### src/rtl/vga_timing_gen.sv
// vga_timing_gen
//   Parametrised VGA timing generator for the photo-frame display path.
//   It produces the sync, data-enable and image-window signals with
//   configurable sync polarity and 1x/2x/4x pixel replication. It also issues
//   one SPRAM line-read request per source row, one line ahead of display.
//
// Ports
//   clk          in   pixel clock
//   rst_n        in   synchronous reset, active low
//   state        in   system state (3 = display; anything else holds idle)
//   x_counter    out  horizontal counter, 0..H_TOTAL-1
//   y_counter    out  vertical counter, 0..V_TOTAL-1
//   xpos / ypos  out  counters relative to the active-area origin (comb)
//   vga_hs/vs    out  registered syncs, polarity set by HS_POL / VS_POL
//   de           out  registered active-area enable
//   img_active   out  registered "inside the scaled image window"
//   img_x/img_y  out  source pixel coordinates, valid with img_active
//   frame_start  out  one-cycle pulse for counter (0,0)
//   line_rd_req  out  one-cycle SPRAM line-read request
//   line_rd_row  out  source row of the last request
module vga_timing_gen #(
    parameter int H_SYNC     = 120,
    parameter int H_BACK     = 64,
    parameter int H_DISP     = 800,
    parameter int H_FRONT    = 56,
    parameter int V_SYNC     = 6,
    parameter int V_BACK     = 23,
    parameter int V_DISP     = 600,
    parameter int V_FRONT    = 37,
    parameter int HS_POL     = 0,
    parameter int VS_POL     = 0,
    parameter int IMG_W      = 200,
    parameter int IMG_H      = 150,
    parameter int START_COL  = 0,
    parameter int START_ROW  = 0,
    parameter int SCALE_LOG2 = 0,
    parameter int CW         = 12
) (
    input  logic          clk,
    input  logic          rst_n,
    input  logic [7:0]    state,
    output logic [CW-1:0] x_counter,
    output logic [CW-1:0] y_counter,
    output logic [CW-1:0] xpos,
    output logic [CW-1:0] ypos,
    output logic          vga_hs,
    output logic          vga_vs,
    output logic          de,
    output logic          img_active,
    output logic [CW-1:0] img_x,
    output logic [CW-1:0] img_y,
    output logic          frame_start,
    output logic          line_rd_req,
    output logic [CW-1:0] line_rd_row
);

    localparam int H_TOTAL = H_SYNC + H_BACK + H_DISP + H_FRONT;
    localparam int V_TOTAL = V_SYNC + V_BACK + V_DISP + V_FRONT;
    localparam int H_START = H_SYNC + H_BACK;
    localparam int V_START = V_SYNC + V_BACK;
    localparam int DW      = IMG_W << SCALE_LOG2;
    localparam int DH      = IMG_H << SCALE_LOG2;

    localparam logic [CW-1:0] H_LAST      = CW'(H_TOTAL - 1);
    localparam logic [CW-1:0] V_LAST      = CW'(V_TOTAL - 1);
    localparam logic [CW-1:0] H_SYNC_C    = CW'(H_SYNC);
    localparam logic [CW-1:0] V_SYNC_C    = CW'(V_SYNC);
    localparam logic [CW-1:0] H_START_C   = CW'(H_START);
    localparam logic [CW-1:0] V_START_C   = CW'(V_START);
    localparam logic [CW-1:0] H_END_C     = CW'(H_START + H_DISP);
    localparam logic [CW-1:0] V_END_C     = CW'(V_START + V_DISP);
    localparam logic [CW-1:0] START_COL_C = CW'(START_COL);
    localparam logic [CW-1:0] START_ROW_C = CW'(START_ROW);
    localparam logic [CW-1:0] ROW0_C      = CW'(V_START + START_ROW);
    localparam logic [CW-1:0] DW_C        = CW'(DW);
    localparam logic [CW-1:0] DH_C        = CW'(DH);
    localparam logic [CW-1:0] SMASK       = CW'((1 << SCALE_LOG2) - 1);

    // Inactive sync level: high for active-low syncs, low for active-high.
    localparam logic HS_IDLE = (HS_POL == 0) ? 1'b1 : 1'b0;
    localparam logic VS_IDLE = (VS_POL == 0) ? 1'b1 : 1'b0;

    logic [CW-1:0] x_q, x_d, y_q, y_d;
    logic          hs_q, hs_d, vs_q, vs_d;
    logic          de_q, de_d, ia_q, ia_d;
    logic [CW-1:0] ix_q, ix_d, iy_q, iy_d;
    logic          fs_q, fs_d, req_q, req_d;
    logic [CW-1:0] row_q, row_d;

    logic          run;
    logic          x_wrap, y_wrap;
    logic [CW-1:0] col_off, row_off, r_next;

    assign run    = (state == 8'd3);
    assign x_wrap = (x_q == H_LAST);
    assign y_wrap = (y_q == V_LAST);

    assign xpos    = x_q - H_START_C;
    assign ypos    = y_q - V_START_C;
    assign col_off = xpos - START_COL_C;
    assign row_off = ypos - START_ROW_C;

    // Window-relative index of the line that follows the current one; values
    // above the window wrap to large unsigned numbers and fail the DH compare.
    assign r_next  = y_q + 1'b1 - ROW0_C;

    always_comb begin
        x_d = '0;
        y_d = '0;
        if (run) begin
            x_d = x_wrap ? '0 : x_q + 1'b1;
            y_d = y_q;
            if (x_wrap) begin
                y_d = y_wrap ? '0 : y_q + 1'b1;
            end
        end
    end

    always_comb begin
        hs_d  = HS_IDLE;
        vs_d  = VS_IDLE;
        de_d  = 1'b0;
        ia_d  = 1'b0;
        ix_d  = '0;
        iy_d  = '0;
        fs_d  = 1'b0;
        req_d = 1'b0;
        row_d = '0;
        if (run) begin
            hs_d  = (x_q < H_SYNC_C) ^ HS_IDLE;
            vs_d  = (y_q < V_SYNC_C) ^ VS_IDLE;
            de_d  = (x_q >= H_START_C) && (x_q < H_END_C) &&
                    (y_q >= V_START_C) && (y_q < V_END_C);
            ia_d  = de_d && (col_off < DW_C) && (row_off < DH_C);
            ix_d  = col_off >> SCALE_LOG2;
            iy_d  = row_off >> SCALE_LOG2;
            fs_d  = (x_q == '0) && (y_q == '0);
            // The last line is excluded so the frame wrap never fetches.
            req_d = (x_q == H_END_C) && !y_wrap && (r_next < DH_C) &&
                    ((r_next & SMASK) == '0);
            row_d = req_d ? (r_next >> SCALE_LOG2) : row_q;
        end
    end

    always_ff @(posedge clk) begin
        if (!rst_n) begin
            x_q   <= '0;
            y_q   <= '0;
            hs_q  <= HS_IDLE;
            vs_q  <= VS_IDLE;
            de_q  <= 1'b0;
            ia_q  <= 1'b0;
            ix_q  <= '0;
            iy_q  <= '0;
            fs_q  <= 1'b0;
            req_q <= 1'b0;
            row_q <= '0;
        end else begin
            x_q   <= x_d;
            y_q   <= y_d;
            hs_q  <= hs_d;
            vs_q  <= vs_d;
            de_q  <= de_d;
            ia_q  <= ia_d;
            ix_q  <= ix_d;
            iy_q  <= iy_d;
            fs_q  <= fs_d;
            req_q <= req_d;
            row_q <= row_d;
        end
    end

    assign x_counter   = x_q;
    assign y_counter   = y_q;
    assign vga_hs      = hs_q;
    assign vga_vs      = vs_q;
    assign de          = de_q;
    assign img_active  = ia_q;
    assign img_x       = ix_q;
    assign img_y       = iy_q;
    assign frame_start = fs_q;
    assign line_rd_req = req_q;
    assign line_rd_row = row_q;

endmodule
### config.mk
export PLATFORM = sky130hd
export DESIGN_NAME = vga_timing_gen
export DESIGN_NICKNAME = d
export VERILOG_FILES = /design/src/rtl/vga_timing_gen.sv
export SDC_FILE = /design/constraint.sdc
export NUM_CORES = 1
export LEC_CHECK = 0
export CORE_ASPECT_RATIO = 1.75
export CORE_MARGIN = 2
export CORE_UTILIZATION = 45
export DETAILED_ROUTE_END_ITERATION = 12
export DONT_BUFFER_PORTS = 1
export SETUP_SLACK_MARGIN = 0.05
export SLEW_MARGIN = 20
export SYNTH_ARGS = -nofsm -noshare
export SYNTH_HDL_FRONTEND = slang
export SYNTH_SLANG_ARGS = --single-unit
### constraint.sdc
create_clock -name clk -period 3.2 [get_ports clk]
set_clock_uncertainty 0.15 [all_clocks]
set_input_delay 0 -clock clk [delete_from_list [all_inputs] [get_ports clk]]
set_output_delay 0 -clock clk [all_outputs]
set_load 0.005 [all_outputs]
==> results.md <==
- Synthesized area per cell: 8.272 um^2
- Detailed Routing Iterations Pass 1: 6
- Worst hold-check path type: input pin to flip-flop
- Status: completed
- Maximum clock frequency: 345.2 MHz
- Pwr dens: 481.2 nW/um^2
- Dpl hpwl: 6957 um
- Core ar.: 7462 um^2
- Syn Nets: 435
- Synthesized flop and latch total: 66
- Largest net degree at the start of global routing: 28
- Layer with the highest usage: met2
- Number of remaining DRC errors: 0
- Post-Syn Instances: 414
- Worst rel slew slack: 0.6152
- Crit-path max FO: 13
- Clock Tree Root: clkbuf_16
- Met2 usage: 0.3952
- Met3 Track Usage GR: 0.06768
- Share of Yosys cell area claimed by the top area cell type: 0.3858
- RSZ-0062 raised after global routing: false
- Post-synthesis async set-or-reset flop share: 0
- Synth Flop Type: dfxtp_1
- Via/cell ratio: 5.724
- Crit share post-route: 0.9053
- Synth cell types: 50
- Share of cells above drive strength 1: 0.1119
- Max-Cap Viols: 0
- Clock period minus worst slack: 2.897 ns
- Clock power frac: 0.559
- Detailed Route WL: 9193 um
- Htree depth: 3
- CTS tree: yes
- Mapped Area: 3425 um^2
- DIE AREA: 8351 um^2
- Switch share: 0.1924
- Comb power frac: 0.002
- Warnings, synthesis: 0
- Most area-hungry cell type in the Yosys netlist: dfxtp_1
- Crit path DAT: 3.01 ns
- Most common cell after layout, fill and taps aside: dfxtp_1
- EDFF count, synth: 0
- Reg power frac: 0.440
- Static Leakage: 1.421 nW
- Starting DRT DRC Count: 203
- I/O pins: 100
- Final Hold Fails: 0
- Max IR drop VDD: 263.5 uV
- Hold path cells: 5
- CTS Buf Count: 9
- Port buffer count: 0
- Data required, critical path: 3.31 ns
- Vias in the first global route: 2,859
- Critical path class: flip-flop to flip-flop
- RD Place Congestion: 0.8781
- Die Ht: 119.4 um
- Slew Limit Fails: 0
- Setup crit start kind: flip-flop
- Area Growth Syn to Fin: 13.59%
- Reg2Reg Depth: 10
- Sequential-to-total area share from yosys stat: 0.3858
- Most frequent cells in the layout: dfxtp_1, nor2_1, nand2_1, xnor2_1
- Least-Margin Pin Slew: 0.5700 ns
- Main area contributors after synthesis: dfxtp_1, xnor2_1, nor2_1
- Grt ovf: 0
- Initial antenna violation count: 0
- Sinks on Clock Net: 66
- CTS clk-pin slew, worst paths: 0.05 ns
- Initial Util: 0.4589
- Final hold slack: 0.01632 ns
- Critical Path End Type: flip-flop
- NetSw: 360.2 uW
- First-pass GRT wire length: 14,740 um
- Worst-skew pair later-pin latency: 0.33 ns
- Max clock buf depth: 2
- Die span in x: 69.95 um
- Routed len/inst: 18.10 um
- Layout Nets: 436
- Routed via count: 2,908
- Setup violators final: 0
- Setup tns final: 0 ns
- Pint: 1.512 mW
- Row count: 42
- Fillers: 732
- Ant. Diodes: 0
- GR met1 Demand/Resource: 0.2268
- Final ANT Viol Nets: 0
- All-Layer GR Usage: 0.2258
==> critical path, stage by stage, from the launching register on <==
cell	delay (ns)
dfxtp_1	0.55
inv_1	0.17
ha_1	0.25
nand4b_1	0.11
nor3_1	0.10
or3_1	0.42
a31oi_1	0.19
nand4_2	0.15
nor4_4	0.27
buf_4	0.26
mux2i_1	0.21
==> cell usage after synthesis, drive strengths merged, types with 4 or more instances <==
cell type / instances
dfxtp: 66
and3: 9
mux2i: 9
inv: 20
xnor2: 28
or3: 5
nand2: 44
and2: 12
ha: 11
nor3: 12
nor2: 48
nand4: 8
a21oi: 12
or2: 4
nand3: 14
xor2: 14
o31ai: 5
nor3b: 6
nor4: 8
clkbuf: 15
o21ai: 15
buf: 17
==> worst paths after layout <==
check                   end           start  slack (ns)
max          line_rd_row[0]    y_counter[1]        0.30
min          line_rd_row[5]        state[0]        0.02
max reg2reg  line_rd_row[0]    y_counter[1]        0.30
min reg2reg  line_rd_row[2]  line_rd_row[2]        0.32
==> metal layers <==
layer	wire length, um	vias up	part of all wire
met5	0	-	0
met4	463	0	0.050
met3	560	36	0.061
met2	4917	108	0.53
met1	3251	1374	0.35
li1	-	1390	-
==> stage by stage <==
step                instance area, um^2  total power [mW]    util  setup WS, ns  std cells
detailed placement                 3522            0.8427  0.4720        0.1877        489
global route                       3890             1.922  0.5213       0.07887        508
floorplan                          3425            0.8421       -        0.5733        414
global placement                   3522            0.8427  0.4720        0.3018        489
CTS                                3867             1.884  0.5183        0.1547        507
finish                             3890             1.872  0.5213        0.3030        508
==> flip-flops by register name, summed over array words and instances, names as in the netlist <==
| name | count |
|---|---|
| de | 1 |
| frame_start | 1 |
| img_active | 1 |
| img_x | 12 |
| img_y | 12 |
| line_rd_req | 1 |
| line_rd_row | 12 |
| vga_hs | 1 |
| vga_vs | 1 |
| x_counter | 12 |
| y_counter | 12 |
==> cell families after synthesis <==
kind of cell,synth area share
DFF,0.3858
xor gates and xnor gates,0.1074
and+or+nand+nor,0.2766
muxes,0.02631
adders and majority gates,0.04019
buffers and inverters,0.06869
AOI/OAI and AO/OA,0.09500
==> cell type report <==
type	count	area [um^2]	area share
multi-input cells	296	1886	0.4847
repair buffers	22	170.2	0.04374
clock buffers	13	280.3	0.07205
inverters	20	75.07	0.01930
clock inverters	3	45.04	0.01158
flip-flops and latches	66	1324	0.3403
well taps	88	110.1	0.02831
==> power by group through the flow <==
stage,clock [mW],combinational (mW),sequential (mW)
global route,1.10,0.00408,0.822
floorplan,0,0.00164,0.840
CTS,1.06,0.00350,0.823
global placement,0,0.00218,0.840
detailed placement,0,0.00223,0.840
finish,1.05,0.00355,0.823
==> repair_timing <==
action | in CTS | in global routing
hold endpoints to repair | 22 | 0
endpoints found under the setup margin | 0 | 13
hold buffers | 2 | 0
gates resized for setup | 0 | 4
setup buffers | 0 | 1
Note: power is estimated with default switching activity, not from simulation.
